**src/rtl/instr_field_demux.sv**
```systemverilog
// instr_field_demux: steers a stream of instruction-memory words into an
// opcode register and up to MAX_OPERANDS operand registers. The operand
// count is encoded in the top LEN_W bits of the opcode. A complete
// instruction is offered to the decoder with a valid/ready handshake.
//
// Optional feature (macro INSTR_FIELD_DEMUX_PIPE_EN): while an instruction
// is being consumed, the next opcode may be accepted in the same cycle,
// allowing back-to-back zero-operand instructions at one per clock.
// Without the macro, one bubble cycle separates instructions.

module instr_field_demux #(
  parameter int DATA_W       = 8,
  parameter int MAX_OPERANDS = 2,
  parameter int LEN_W        = 2
) (
  input  logic                             instr_field_demux_clk,
  input  logic                             instr_field_demux_rst_n,
  input  logic                             instr_field_demux_flush,
  input  logic [DATA_W-1:0]                instr_field_demux_in_data,
  input  logic                             instr_field_demux_in_valid,
  output logic                             instr_field_demux_in_ready,
  output logic [DATA_W-1:0]                instr_field_demux_opcode,
  output logic [MAX_OPERANDS*DATA_W-1:0]   instr_field_demux_operands,
  output logic [$clog2(MAX_OPERANDS+1)-1:0] instr_field_demux_operand_cnt,
  output logic                             instr_field_demux_len_clamped,
  output logic                             instr_field_demux_out_valid,
  input  logic                             instr_field_demux_out_ready
);

  localparam int CNT_W = $clog2(MAX_OPERANDS + 1);
  localparam int IDX_W = (MAX_OPERANDS > 1) ? $clog2(MAX_OPERANDS) : 1;
  // Comparison width wide enough for both the encoded field and the limit.
  localparam int CMP_W = ((LEN_W > CNT_W) ? LEN_W : CNT_W) + 1;

`ifdef INSTR_FIELD_DEMUX_PIPE_EN
  localparam logic PIPE_EN = 1'b1;
`else
  localparam logic PIPE_EN = 1'b0;
`endif

  typedef enum logic [1:0] {
    FETCH_OP   = 2'd0,
    FETCH_OPND = 2'd1,
    HOLD       = 2'd2
  } state_e;

  state_e                         state_q;
  logic [IDX_W-1:0]               idx_q;
  logic [DATA_W-1:0]              opcode_q;
  logic [MAX_OPERANDS*DATA_W-1:0] operands_q;
  logic [CNT_W-1:0]               operand_cnt_q;
  logic                           len_clamped_q;
  logic                           out_valid_q;

  logic [LEN_W-1:0] n_enc_s;
  logic             clamp_s;
  logic [CNT_W-1:0] n_s;
  logic             in_ready_s;
  logic             xfer_s;
  logic             capture_s;
  logic             last_opnd_s;

  // Decode the operand count carried by the incoming word (used on capture).
  always_comb begin
    n_enc_s = instr_field_demux_in_data[DATA_W-1 -: LEN_W];
    clamp_s = (CMP_W'(n_enc_s) > CMP_W'(MAX_OPERANDS));
    if (clamp_s) begin
      n_s = CNT_W'(MAX_OPERANDS);
    end else begin
      n_s = CNT_W'(n_enc_s);
    end
  end

  // Input acceptance depends only on state and flush (plus out_ready when pipelined).
  always_comb begin
    in_ready_s = 1'b0;
    case (state_q)
      FETCH_OP:   in_ready_s = !instr_field_demux_flush;
      FETCH_OPND: in_ready_s = !instr_field_demux_flush;
      HOLD:       in_ready_s = PIPE_EN && instr_field_demux_out_ready && !instr_field_demux_flush;
      default:    in_ready_s = 1'b0;
    endcase
  end

  // Transfer qualifiers: a word moves, and whether it lands as a new opcode.
  always_comb begin
    xfer_s      = instr_field_demux_in_valid && in_ready_s;
    capture_s   = xfer_s && ((state_q == FETCH_OP) || (state_q == HOLD));
    last_opnd_s = ((CNT_W'(idx_q) + CNT_W'(1'b1)) == operand_cnt_q);
  end

  // Field-steering FSM with all datapath and handshake outputs registered.
  always_ff @(posedge instr_field_demux_clk or negedge instr_field_demux_rst_n) begin
    if (!instr_field_demux_rst_n) begin
      state_q       <= FETCH_OP;
      idx_q         <= '0;
      opcode_q      <= '0;
      operands_q    <= '0;
      operand_cnt_q <= '0;
      len_clamped_q <= 1'b0;
      out_valid_q   <= 1'b0;
    end else if (instr_field_demux_flush) begin
      // Abort the instruction in flight; field registers are left as-is and
      // get cleared on the next opcode capture.
      state_q     <= FETCH_OP;
      idx_q       <= '0;
      out_valid_q <= 1'b0;
    end else if (capture_s) begin
      opcode_q      <= instr_field_demux_in_data;
      operands_q    <= '0;
      operand_cnt_q <= n_s;
      len_clamped_q <= clamp_s;
      idx_q         <= '0;
      if (n_s == '0) begin
        state_q     <= HOLD;
        out_valid_q <= 1'b1;
      end else begin
        state_q     <= FETCH_OPND;
        out_valid_q <= 1'b0;
      end
    end else begin
      case (state_q)
        FETCH_OP: begin
          state_q <= FETCH_OP;
        end
        FETCH_OPND: begin
          if (xfer_s) begin
            for (int k = 0; k < MAX_OPERANDS; k++) begin
              if (idx_q == IDX_W'(k)) begin
                operands_q[k*DATA_W +: DATA_W] <= instr_field_demux_in_data;
              end
            end
            if (last_opnd_s) begin
              state_q     <= HOLD;
              out_valid_q <= 1'b1;
            end else begin
              idx_q <= idx_q + IDX_W'(1'b1);
            end
          end
        end
        HOLD: begin
          if (instr_field_demux_out_ready) begin
            state_q     <= FETCH_OP;
            out_valid_q <= 1'b0;
          end
        end
        default: begin
          state_q     <= FETCH_OP;
          idx_q       <= '0;
          out_valid_q <= 1'b0;
        end
      endcase
    end
  end

  assign instr_field_demux_in_ready    = in_ready_s;
  assign instr_field_demux_opcode      = opcode_q;
  assign instr_field_demux_operands    = operands_q;
  assign instr_field_demux_operand_cnt = operand_cnt_q;
  assign instr_field_demux_len_clamped = len_clamped_q;
  assign instr_field_demux_out_valid   = out_valid_q;

endmodule

```
**config.mk**
```make
export PLATFORM = sky130hd
export DESIGN_NAME = instr_field_demux
export DESIGN_NICKNAME = d
export VERILOG_FILES = /design/src/rtl/instr_field_demux.sv
export SDC_FILE = /design/constraint.sdc
export NUM_CORES = 1
export LEC_CHECK = 0
export CORE_MARGIN = 1.5
export CORE_UTILIZATION = 45
export DETAILED_ROUTE_END_ITERATION = 8
export PLACE_DENSITY = 0.78
export SETUP_SLACK_MARGIN = 0.15
export SYNTH_ARGS = -nofsm -noshare
export SYNTH_HDL_FRONTEND = slang
export SYNTH_SLANG_ARGS = --single-unit
```
**constraint.sdc**
```tcl
create_clock -name instr_field_demux_clk -period 1.5 [get_ports instr_field_demux_clk]
set_input_delay 0.15 -clock instr_field_demux_clk [delete_from_list [all_inputs] [get_ports instr_field_demux_clk]]
set_output_delay 0.15 -clock instr_field_demux_clk [all_outputs]
set_load 0.02 [all_outputs]
```
==> impl_results.md, run 1 <==
- Area contributors post-synth: dfrtp_1 (60%), nand2_1 (8.7%), mux2_2 (7.9%)
- Routability Congestion: 0.728
- Syn avg cell area: 10.8 um2
- Most common cell in the netlist: dfrtp_1
- Post-DP HPWL: 1990 um
- Clock tree sinks: 31
- Grt ovf: 0
- Mapped cell area: 1290 um2
- First-pass GRT wire length: 4460 um
- Clock root buffer: clkbuf_4
- Simple-gate share of the synthesized area: 16.7%
- Multi-input gate area: 489 um2
- Die footprint: 3200 um2
- Largest family of logic cells by synthesized area: simple AND/OR/NAND/NOR gates
- Tot Pwr: 2.61 mW
- Post-synth top cells: dfrtp_1 (31), nand2_1 (30), o21ai_0 (19)
- # DRC: 0
- Critical path class: register to register
- Core Region: 2730 um2
- Row cnt: 19
- H-tree lvl count: 2
- Post-synth top area share: 60.1%
- Final Slew Violations: 0
- # diodes: 0
- Leading area contributor after synthesis: dfrtp_1
- Synthesized flop and latch total: 31
- Power Density: 1400 nW/um2
- Mux cell area share after synthesis: 9.41%
- Max_cap viols: 0
- Net Count, Synth: 132
- Outcome: complete, no violations
- Clock Path Buffers: 2
- Placed Area: 1810 um2
- PnR worst setup slack: 0.200 ns
- Initial DRC Count: 27
- Sequential cell area: 778 um2
- Startpoint Class: register
- Largest net degree at the start of global routing: 32
- Hold Slack: 0.207 ns
- Starting Density: 47.2%
- Die height: 56.5 um
- Main synth FF type: dfrtp_1
- Async set-or-reset flop fraction in the synthesized netlist: 100%
- Maximum VDD drop: 0.00125 V
- CP max FO: 20
- Routed vias: 1035
- Slew of the pin with the lowest slew margin: 0.381 ns
- Number of global-route vias before repair: 979
- Layout Nets: 187
- IO Port Bufs: 41
- CTS buffer count: 5
- Worst path arrival time: 1.50 ns
- 1st-pass router iterations: 4
- Post-synthesis compound-gate area fraction: 9.70%
- Max transition margin: 74.6%
- Fin. Hold Viols: 0
- Clk Latency, worst-skew pair: 0.32 ns
- Final period utilization: 86.6%
- Adder-Cell Fraction of Synth Area: 0.873%
- Number of synthesized flops with an enable pin: 0
- Die X: 56.5 um
- TritonCTS clock tree: done
- Remaining antenna violation count after routing: 0
- Post-Synthesis Cells: 119
- GRT Resource Usage Total: 18.3%
- Boundary pin count: 42
- Pleak: 0.922 nW
- Sequential share of the synthesized area: 60.1%
- CTS clk-pin slew, worst paths: 0.09 ns
- Pre-CTS WS: -0.0721 ns
- Min cycle time layout: 1.30 ns
- Worst setup EP type: register
- Yosys warns: 0
- Post-Route WL: 2660 um
- Final Cell Area: 1860 um2
- Xor/xnor share of the synthesized area: 0%
- Layout cells sized above 1: 22.3%
- Vias per inst: 5.02
- Setup violations, final: 0
- P&R area growth vs syn: 44.4%
- Initial antenna violation count: 0
- Req. time, crit path: 1.71 ns
- Layout fillers: 216
- Synth cell types: 24
- Worst Skew: 0.00563 ns
- Worst hold path class: input port to asynchronous set/reset pin
- Unrepaired setup endpoints after global routing: yes
- Max frequency: 769 MHz
- Hold Buf Count CTS: 0
- Wire length per cell: 12.9 um
[final timing paths]
kind	start	endpoint	slack, ns	depth (start not counted)
max in group asynchronous	instr_field_demux_rst_n	state_q[1]	0.99	2
min	instr_field_demux_rst_n	instr_field_demux_operands[8]	0.21	2
max	state_q[0]	instr_field_demux_operand_cnt[1]	0.20	4
max reg2reg	state_q[0]	instr_field_demux_operand_cnt[1]	0.20	4
min reg2reg	instr_field_demux_operands[10]	instr_field_demux_operands[10]	0.48	2
min in group instr_field_demux_clk	instr_field_demux_in_data[3]	instr_field_demux_operands[11]	0.42	3
[area by class of cell]
cell class                      instances  share of cell area, %
Sequential cell                        31                   41.8
Multi-Input combinational cell         81                   26.3
Clock buffer                            8                   3.69
Tap cell                               31                   2.08
Timing Repair Buffer                   53                   25.8
Inverter                                2                  0.403
[kinds of logic after synthesis]
group | count (synthesis)
fa+ha+maj | 1
flops | 31
simple gates | 45
buf+inv | 7
mux | 11
compound gates | 24
[flip-flops by register name, summed over array words and instances (netlist names)]
name / count
instr_field_demux_operands: 16
instr_field_demux_opcode: 8
instr_field_demux_operand_cnt: 2
state_q: 2
idx_q: 1
instr_field_demux_len_clamped: 1
instr_field_demux_out_valid: 1
[routing by layer]
layer / vias up / part of all wire (%) / wire (um) / track usage, %
met5: - / 0 / 0 / 0
met4: 0 / 0.60 / 16 / 7.14
met3: 3 / 5.0 / 133 / 4.15
met1: 491 / 44 / 1170 / 23.2
met2: 31 / 51 / 1350 / 30.4
li1: 510 / - / - / -
[critical path: stages, from the launching register on]
cell and delay [ns]:
dfrtp_1 0.46, nor2_2 0.17, nand3b_2 0.11, buf_12 0.17, mux2_2 0.27
[power breakdown]
group	leakage, nW	switching [mW]	internal, mW
Sequential	0.385	0.117	1.04
Combinational	0.499	0.510	0.406
Clock	0.0386	0.258	0.275
[layout by cell type (no fill, tap or decap), drive strengths merged, types with 2 or more instances in the layout]
cell,synthesis,final
a21oi,3,3
buf,5,12
clkbuf,0,9
clkdlybuf4s50,0,12
dfrtp,31,31
dlygate4sd2,0,28
inv,2,2
mux2,9,9
mux2i,2,2
nand2,30,30
nand2b,2,2
nand3,2,2
nand3b,2,2
nor2,4,4
o21ai,19,19
[through the flow]
step | util [%] | cells | TNS [ns]
after detailed placement | 66.1 | 197 | -0.542
after global routing | 68.1 | 206 | 0
after floorplan | - | 119 | 0
after CTS | 67.3 | 205 | 0
final | 68.1 | 206 | 0
after global placement | 66.1 | 197 | -0.0102
[timing repair]
item	4_1_cts	5_1_grt
hold endpoints to repair	0	0
gates resized for setup	29	12
setup endpoints to repair	29	30
pin swaps	0	1
buffers inserted	0	1
Note: power is estimated with default switching activity, not from simulation.
==> inputs of run 2 (changes only) <==
--- a/config.mk
+++ b/config.mk
@@ -8,7 +8,7 @@
 export CORE_MARGIN = 1.5
 export CORE_UTILIZATION = 45
 export DETAILED_ROUTE_END_ITERATION = 8
-export PLACE_DENSITY = 0.78
+export PLACE_DENSITY_LB_ADDON = 0.05
 export SETUP_SLACK_MARGIN = 0.15
 export SYNTH_ARGS = -nofsm -noshare
 export SYNTH_HDL_FRONTEND = slang
==> run 2 against run 1 <==
Effect of this change: register-to-register slack hardly changed; maximum frequency decreased by 0.41%; clock-buffer cell count decreased by 2.
==> impl_results.md, run 2 (synthesis gave the netlist of run 1 again) <==
- Post-Route WL: 2720 um (+2.3%)
- Grt ovf: 0 (unchanged)
- # diodes: 0 (unchanged)
- Unrepaired setup endpoints after global routing: yes
- Max_cap viols: 0 (unchanged)
- Slowest-stage cell, CP: dfrtp_2
- Final TNS setup: 0 ns (unchanged)
- Vias per inst: 5.04 (+0.40%)
- Tot Pwr: 2.74 mW (+5.2%)
- Outcome: complete, no violations
- CTS buffer count: 5 (unchanged)
- Critical-path cell list: inv_2 -> maj3_2 -> or3_4 -> a21oi_2
- Clock tree sinks: 31 (unchanged)
- Multi-input gate area: 494 um2 (+1.0%)
- Sw power: 915 uW (+3.4%)
- Sequential share of power: 42.5% (-1.9 points)
- Worst path arrival time: 1.56 ns (+0.06 ns)
- GRT Resource Usage Total: 19.7% (+1.4 points)
- Core Region: 2730 um2 (unchanged)
- Layout fillers: 233 (+7.9%)
- Setup violations, final: 0 (unchanged)
- P&R area growth vs syn: 43.3%
- Clk pwr share: 24.7% (+4.2 points)
- Routability Congestion: 0.763 (+4.8%)
- Maximum VDD drop: 0.00126 V (+0.91%)
- Worst setup EP type: register
- Placed cell count: 194 (-1.5%)
- Die X: 56.5 um (unchanged)
- Clk Latency, worst-skew pair: 0.32 ns (about the same)
- Pleak: 0.910 nW (-1.3%)
- Critical path class: register to register
- Finished Layout Cells: 202 (-1.9%)
- Max frequency: 766 MHz (-0.41%)
- Largest stage delay on the critical path: 0.42 ns (-0.04 ns)
- Initial antenna violation count: 0 (unchanged)
- Layout Nets: 183 (-2.1%)
- Internal power: 1.83 mW (+6.1%)
- Min cycle time layout: 1.30 ns (+0.00531 ns)
- Largest net degree at the start of global routing: 32 (unchanged)
- Layout cells sized above 1: 22.2% (-0.063 points)
- CTS clk-pin slew, worst paths: 0.10 ns (about the same)
- Die footprint: 3200 um2 (unchanged)
- # DRC: 0 (unchanged)
- Die height: 56.5 um (unchanged)
- Clock root buffer: clkbuf_4
- H-tree lvl count: 2 (unchanged)
- Final period utilization: 87.0% (+0.35 points)
- Most frequent cells in the layout: nand2_1 (30), dfrtp_1 (29), dlygate4sd2_1 (28)
- Initial DRC Count: 15 (-44%)
- Fin. Hold Viols: 0 (unchanged)
- IO Port Bufs: 41 (unchanged)
- Boundary pin count: 42 (unchanged)
- 1st-pass router iterations: 4 (unchanged)
- Clock Path Buffers: 2 (unchanged)
- Starting Density: 47.2% (unchanged)
- Slew of the pin with the lowest slew margin: 0.385 ns (+0.00362 ns)
- Sequential cell area: 778 um2 (unchanged)
- Power Density: 1480 nW/um2 (+6.1%)
- Number of global-route vias before repair: 1007 (+2.9%)
- Startpoint Class: register
- First-pass GRT wire length: 4770 um (+7.0%)
- Final Slew Violations: 0 (unchanged)
- Most common cell after layout, fill and taps aside: nand2_1
- Logic pwr share: 32.8% (-2.3 points)
- Wire length per cell: 13.5 um (+4.3%)
- Max transition margin: 74.3% (-0.24 points)
- TritonCTS clock tree: done
- CP max FO: 5 (-75%)
- Worst Skew: 0.00461 ns (-0.00102 ns)
- Routed vias: 1019 (-1.5%)
- Post-DP HPWL: 2010 um (+1.5%)
- Row cnt: 19 (unchanged)
- Req. time, crit path: 1.76 ns (+0.05 ns)
- Worst hold path class: input port to asynchronous set/reset pin
- Remaining antenna violation count after routing: 0 (unchanged)
- Max FFs per register: 16 (unchanged)
- Hold Slack: 0.208 ns (+0.000596 ns)
- Sw Share: 33.4% (-0.58 points)
==> run 2: layout make-up <==
class                           instances  share of cell area [%]
Clock inverter                          2                    1.90
Sequential cell                        31                    42.1
Timing Repair Buffer                   49                    24.0
Inverter                                2                   0.406
Multi-Input combinational cell         81                    26.7
Clock buffer                            6                    2.78
Tap cell                               31                    2.10
==> run 2: timing repair <==
action,CTS,global route
resized for setup,29,9
setup buffers,0,0
endpoints found under the setup margin,29,13
hold buffers,0,0
endpoints found under the hold margin,0,0
pin swaps,0,1
==> run 2: worst paths after layout <==
path	start	end	slack (ns)	cells past startpoint
min in group instr_field_demux_clk	instr_field_demux_in_data[2]	instr_field_demux_operands[2]	0.44	3
max in group asynchronous	instr_field_demux_rst_n	state_q[0]	0.99	2
worst min-delay path	instr_field_demux_rst_n	instr_field_demux_operands[11]	0.21	2
worst max register to register	instr_field_demux_operand_cnt[1]	idx_q	0.20	4
worst min register to register	instr_field_demux_operands[8]	instr_field_demux_operands[8]	0.48	2
worst max-delay path	instr_field_demux_operand_cnt[1]	idx_q	0.20	4
==> run 2: metrics by stage <==
step	setup WS, ns	util (%)	area, um2
finish	0.195	67.6	1850
global route	0.122	67.6	1850
CTS	0.0691	67.1	1830
detailed placement	-0.0693	65.3	1780
global placement	-0.0405	65.3	1780
floorplan	0.181	-	1300
==> run 2: critical path: cells and delay by family (launching register included) <==
family / cells / cell delay, ns
AND/OR/NAND/NOR: 1 / 0.37
buffers and inverters: 1 / 0.04
flip-flops: 1 / 0.42
adder cells (fa/ha/maj): 1 / 0.30
AO/OA/AOI/OAI: 1 / 0.11
==> run 2: routing by layer <==
layer	vias to the layer above	GRT usage, %	share of wire [%]
met5	-	0	0
met3	5	5.53	5.0
met2	28	30.6	48
met1	481	25.7	46
li1	505	-	-
met4	0	8.84	1.3
==> run 2: power by group through the flow <==
stage	combinational [mW]	sequential, mW	clock (mW)
floorplan	0.261	1.42	0
global placement	1.02	1.18	0
detailed placement	1.04	1.19	0
CTS	0.902	1.17	0.693
global route	0.974	1.20	0.740
finish	0.899	1.17	0.679
==> inputs of run 3 (changes only) <==
--- a/config.mk
+++ b/config.mk
@@ -6,7 +6,7 @@
 export NUM_CORES = 1
 export LEC_CHECK = 0
 export CORE_MARGIN = 1.5
-export CORE_UTILIZATION = 45
+export CORE_UTILIZATION = 48
 export DETAILED_ROUTE_END_ITERATION = 8
 export PLACE_DENSITY_LB_ADDON = 0.05
 export SETUP_SLACK_MARGIN = 0.15
==> constraint.sdc (replaced) <==
create_clock -name instr_field_demux_clk -period 1.7 [get_ports instr_field_demux_clk]
set_input_delay 0.17 -clock instr_field_demux_clk [delete_from_list [all_inputs] [get_ports instr_field_demux_clk]]
set_output_delay 0.17 -clock instr_field_demux_clk [all_outputs]
set_load 0.02 [all_outputs]
==> run 3 against run 2 <==
Effect of this change: sequential power down 13%; combinational power down 1%; first-iteration DRC count unchanged; final cell count down 2.0%; power down 8.5%; critical path type is now register to output port; largest power group unchanged; highest routed layer unchanged.
==> impl_results.md, run 3 (synthesis gave the netlist of run 1 again) <==
- Crit path from: instr_field_demux_operands[11]
- Worst path arrival time: 1.31 ns (-0.25 ns)
- Placed Area: 1750 um2 (-1.7%)
- Max_cap viols: 0 (unchanged)
- Starting Density: 51.6% (+4.4 points)
- Clock root buffer: clkbuf_4
- Worst hold path class: input port to asynchronous set/reset pin
- Critical-path cell list: clkdlybuf4s50_1
- Unrepaired setup endpoints after global routing: no
- Placed cell count: 190 (-2.1%)
- Post-DP HPWL: 1910 um (-5.2%)
- Row cnt: 18 (-1)
- Die footprint: 3010 um2 (-5.9%)
- Req. time, crit path: 1.53 ns (-0.23 ns)
- Pre-CTS WS: 0.0301 ns (+0.0994 ns)
- Worst Skew: 0.00501 ns (+0.000403 ns)
- Sequential share of power: 40.8% (-1.7 points)
- Top Family by Delay on Critical Path: buffers and inverters
- IO Port Bufs: 41 (unchanged)
- # DRC: 0 (unchanged)
- Layout cells sized above 1: 16.1% (-6.2 points)
- Setup violations, final: 0 (unchanged)
- # Post-CTS Setup Buffers: 0 (unchanged)
- Max transition margin: 74.1% (-0.25 points)
- Worst setup EP type: output port
- FF-to-FF Start: state_q[0]
- H-tree lvl count: 2 (unchanged)
- Die height: 54.8 um (-3.0%)
- P&R area growth vs syn: 42.1%
- Sw power: 800 uW (-13%)
- Maximum VDD drop: 0.00120 V (-4.7%)
- Reg-to-reg slack, setup: 0.29 ns (+0.09 ns)
- Clock tree sinks: 31 (unchanged)
- Layout Nets: 180 (-1.6%)
- Fin. Hold Viols: 0 (unchanged)
- GRT Resource Usage Total: 20.1% (+0.37 points)
- Power Density: 1370 nW/um2 (-7.7%)
- Clk Latency, worst-skew pair: 0.33 ns (about the same)
- Largest stage delay on the critical path: 0.61 ns (+0.19 ns)
- Core Region: 2500 um2 (-8.6%)
- Fin util: 73.3% (+5.7 points)
- Startpoint Class: register
- R2R cell count: 4 (unchanged)
- Wire length per cell: 13.3 um (-1.5%)
- Hold Slack: 0.213 ns (+0.00506 ns)
- Die X: 54.8 um (-3.0%)
- Max frequency: 674 MHz
- Number of global-route vias before repair: 929 (-7.7%)
- Min cycle time layout: 1.48 ns
- Logic pwr share: 35.3% (+2.5 points)
- Clk pwr share: 23.9% (-0.8 points)
- Clock Path Buffers: 2 (unchanged)
- Final Slew Violations: 0 (unchanged)
- Final period utilization: 87.2%
- Worst R2R End: instr_field_demux_operand_cnt[1]
- First-pass GRT wire length: 4120 um (-14%)
- Critical path buffers and inverters: 1 (unchanged)
- Critical path class: register to output port
- Routability Congestion: 0.737 (-3.4%)
- Max FFs per register: 16 (unchanged)
- Remaining antenna violation count after routing: 0 (unchanged)
- 1st-pass router iterations: 4 (unchanged)
- Outcome: complete, no violations
- Largest net degree at the start of global routing: 32 (unchanged)
- Boundary pin count: 42 (unchanged)
- CTS clk-pin slew, worst paths: 0.10 ns (about the same)
- Tot Pwr: 2.51 mW (-8.5%)
- Sw Share: 31.9% (-1.5 points)
- Initial DRC Count: 15 (unchanged)
- Most common cell after layout, fill and taps aside: clkdlybuf4s50_1
- CP max FO: 2 (-3)
- Hold Buf Count CTS: 0 (unchanged)
- Vias per inst: 5.18 (+2.6%)
- CTS buffer count: 5 (unchanged)
- TritonCTS clock tree: done
- Pleak: 0.832 nW (-8.6%)
- Slowest-stage cell, CP: clkdlybuf4s50_1
- PnR worst setup slack: 0.217 ns (+0.0221 ns)
- Grt ovf: 0 (unchanged)
- Internal power: 1.71 mW (-6.4%)
- Final TNS setup: 0 ns (unchanged)
- Final Cell Area: 1830 um2 (-0.81%)
- Finished Layout Cells: 198 (-2.0%)
- Routed vias: 1025 (+0.59%)
- # diodes: 0 (unchanged)
- Slew of the pin with the lowest slew margin: 0.389 ns (+0.00372 ns)
- Most frequent cells in the layout: clkdlybuf4s50_1 (38), dfrtp_1 (31), nand2_1 (30)
- Post-Route WL: 2630 um (-3.5%)
- Initial antenna violation count: 0 (unchanged)
run 3: worst max path at each step:
stage	to	slack (ns)	cells past startpoint
after floorplan	instr_field_demux_operands[0]	0.32	5
after global placement	instr_field_demux_in_ready	0.1	3
after detailed placement	instr_field_demux_out_valid	0.03	5
after CTS	instr_field_demux_in_ready	0.14	2
after global routing	instr_field_demux_operands[11]	0.15	1
final	instr_field_demux_operands[11]	0.22	1
run 3: final cells by class:
class	instances	area (um2)
clock inverter	2	35.0
multi-input combinational	81	473
timing repair buffer	46	453
clock buffer	6	51.3
sequential	31	776
inverter	2	7.51
tap	30	37.5
fill	183	667
run 3: power groups by stage:
stage | Combinational, mW | Clock (mW) | Sequential, mW
floorplan | 0.229 | 0 | 1.25
CTS | 0.898 | 0.623 | 1.03
detailed placement | 0.906 | 0 | 1.04
global route | 0.958 | 0.648 | 1.05
finish | 0.887 | 0.600 | 1.02
global placement | 0.892 | 0 | 1.03
run 3: what timing repair did:
item | CTS | global route
setup endpoints to repair | 3 | 1
gates resized for setup | 3 | 2
pin swaps | 0 | 0
hold endpoints to repair | 0 | 0
run 3: layer usage:
layer | track usage (%) | up-vias | part of all wire (%)
met4 | 12.1 | 0 | 2.3
met2 | 27.6 | 37 | 45
li1 | - | 500 | -
met3 | 7.92 | 8 | 7.8
met5 | 0 | - | 0
met1 | 26.4 | 480 | 45
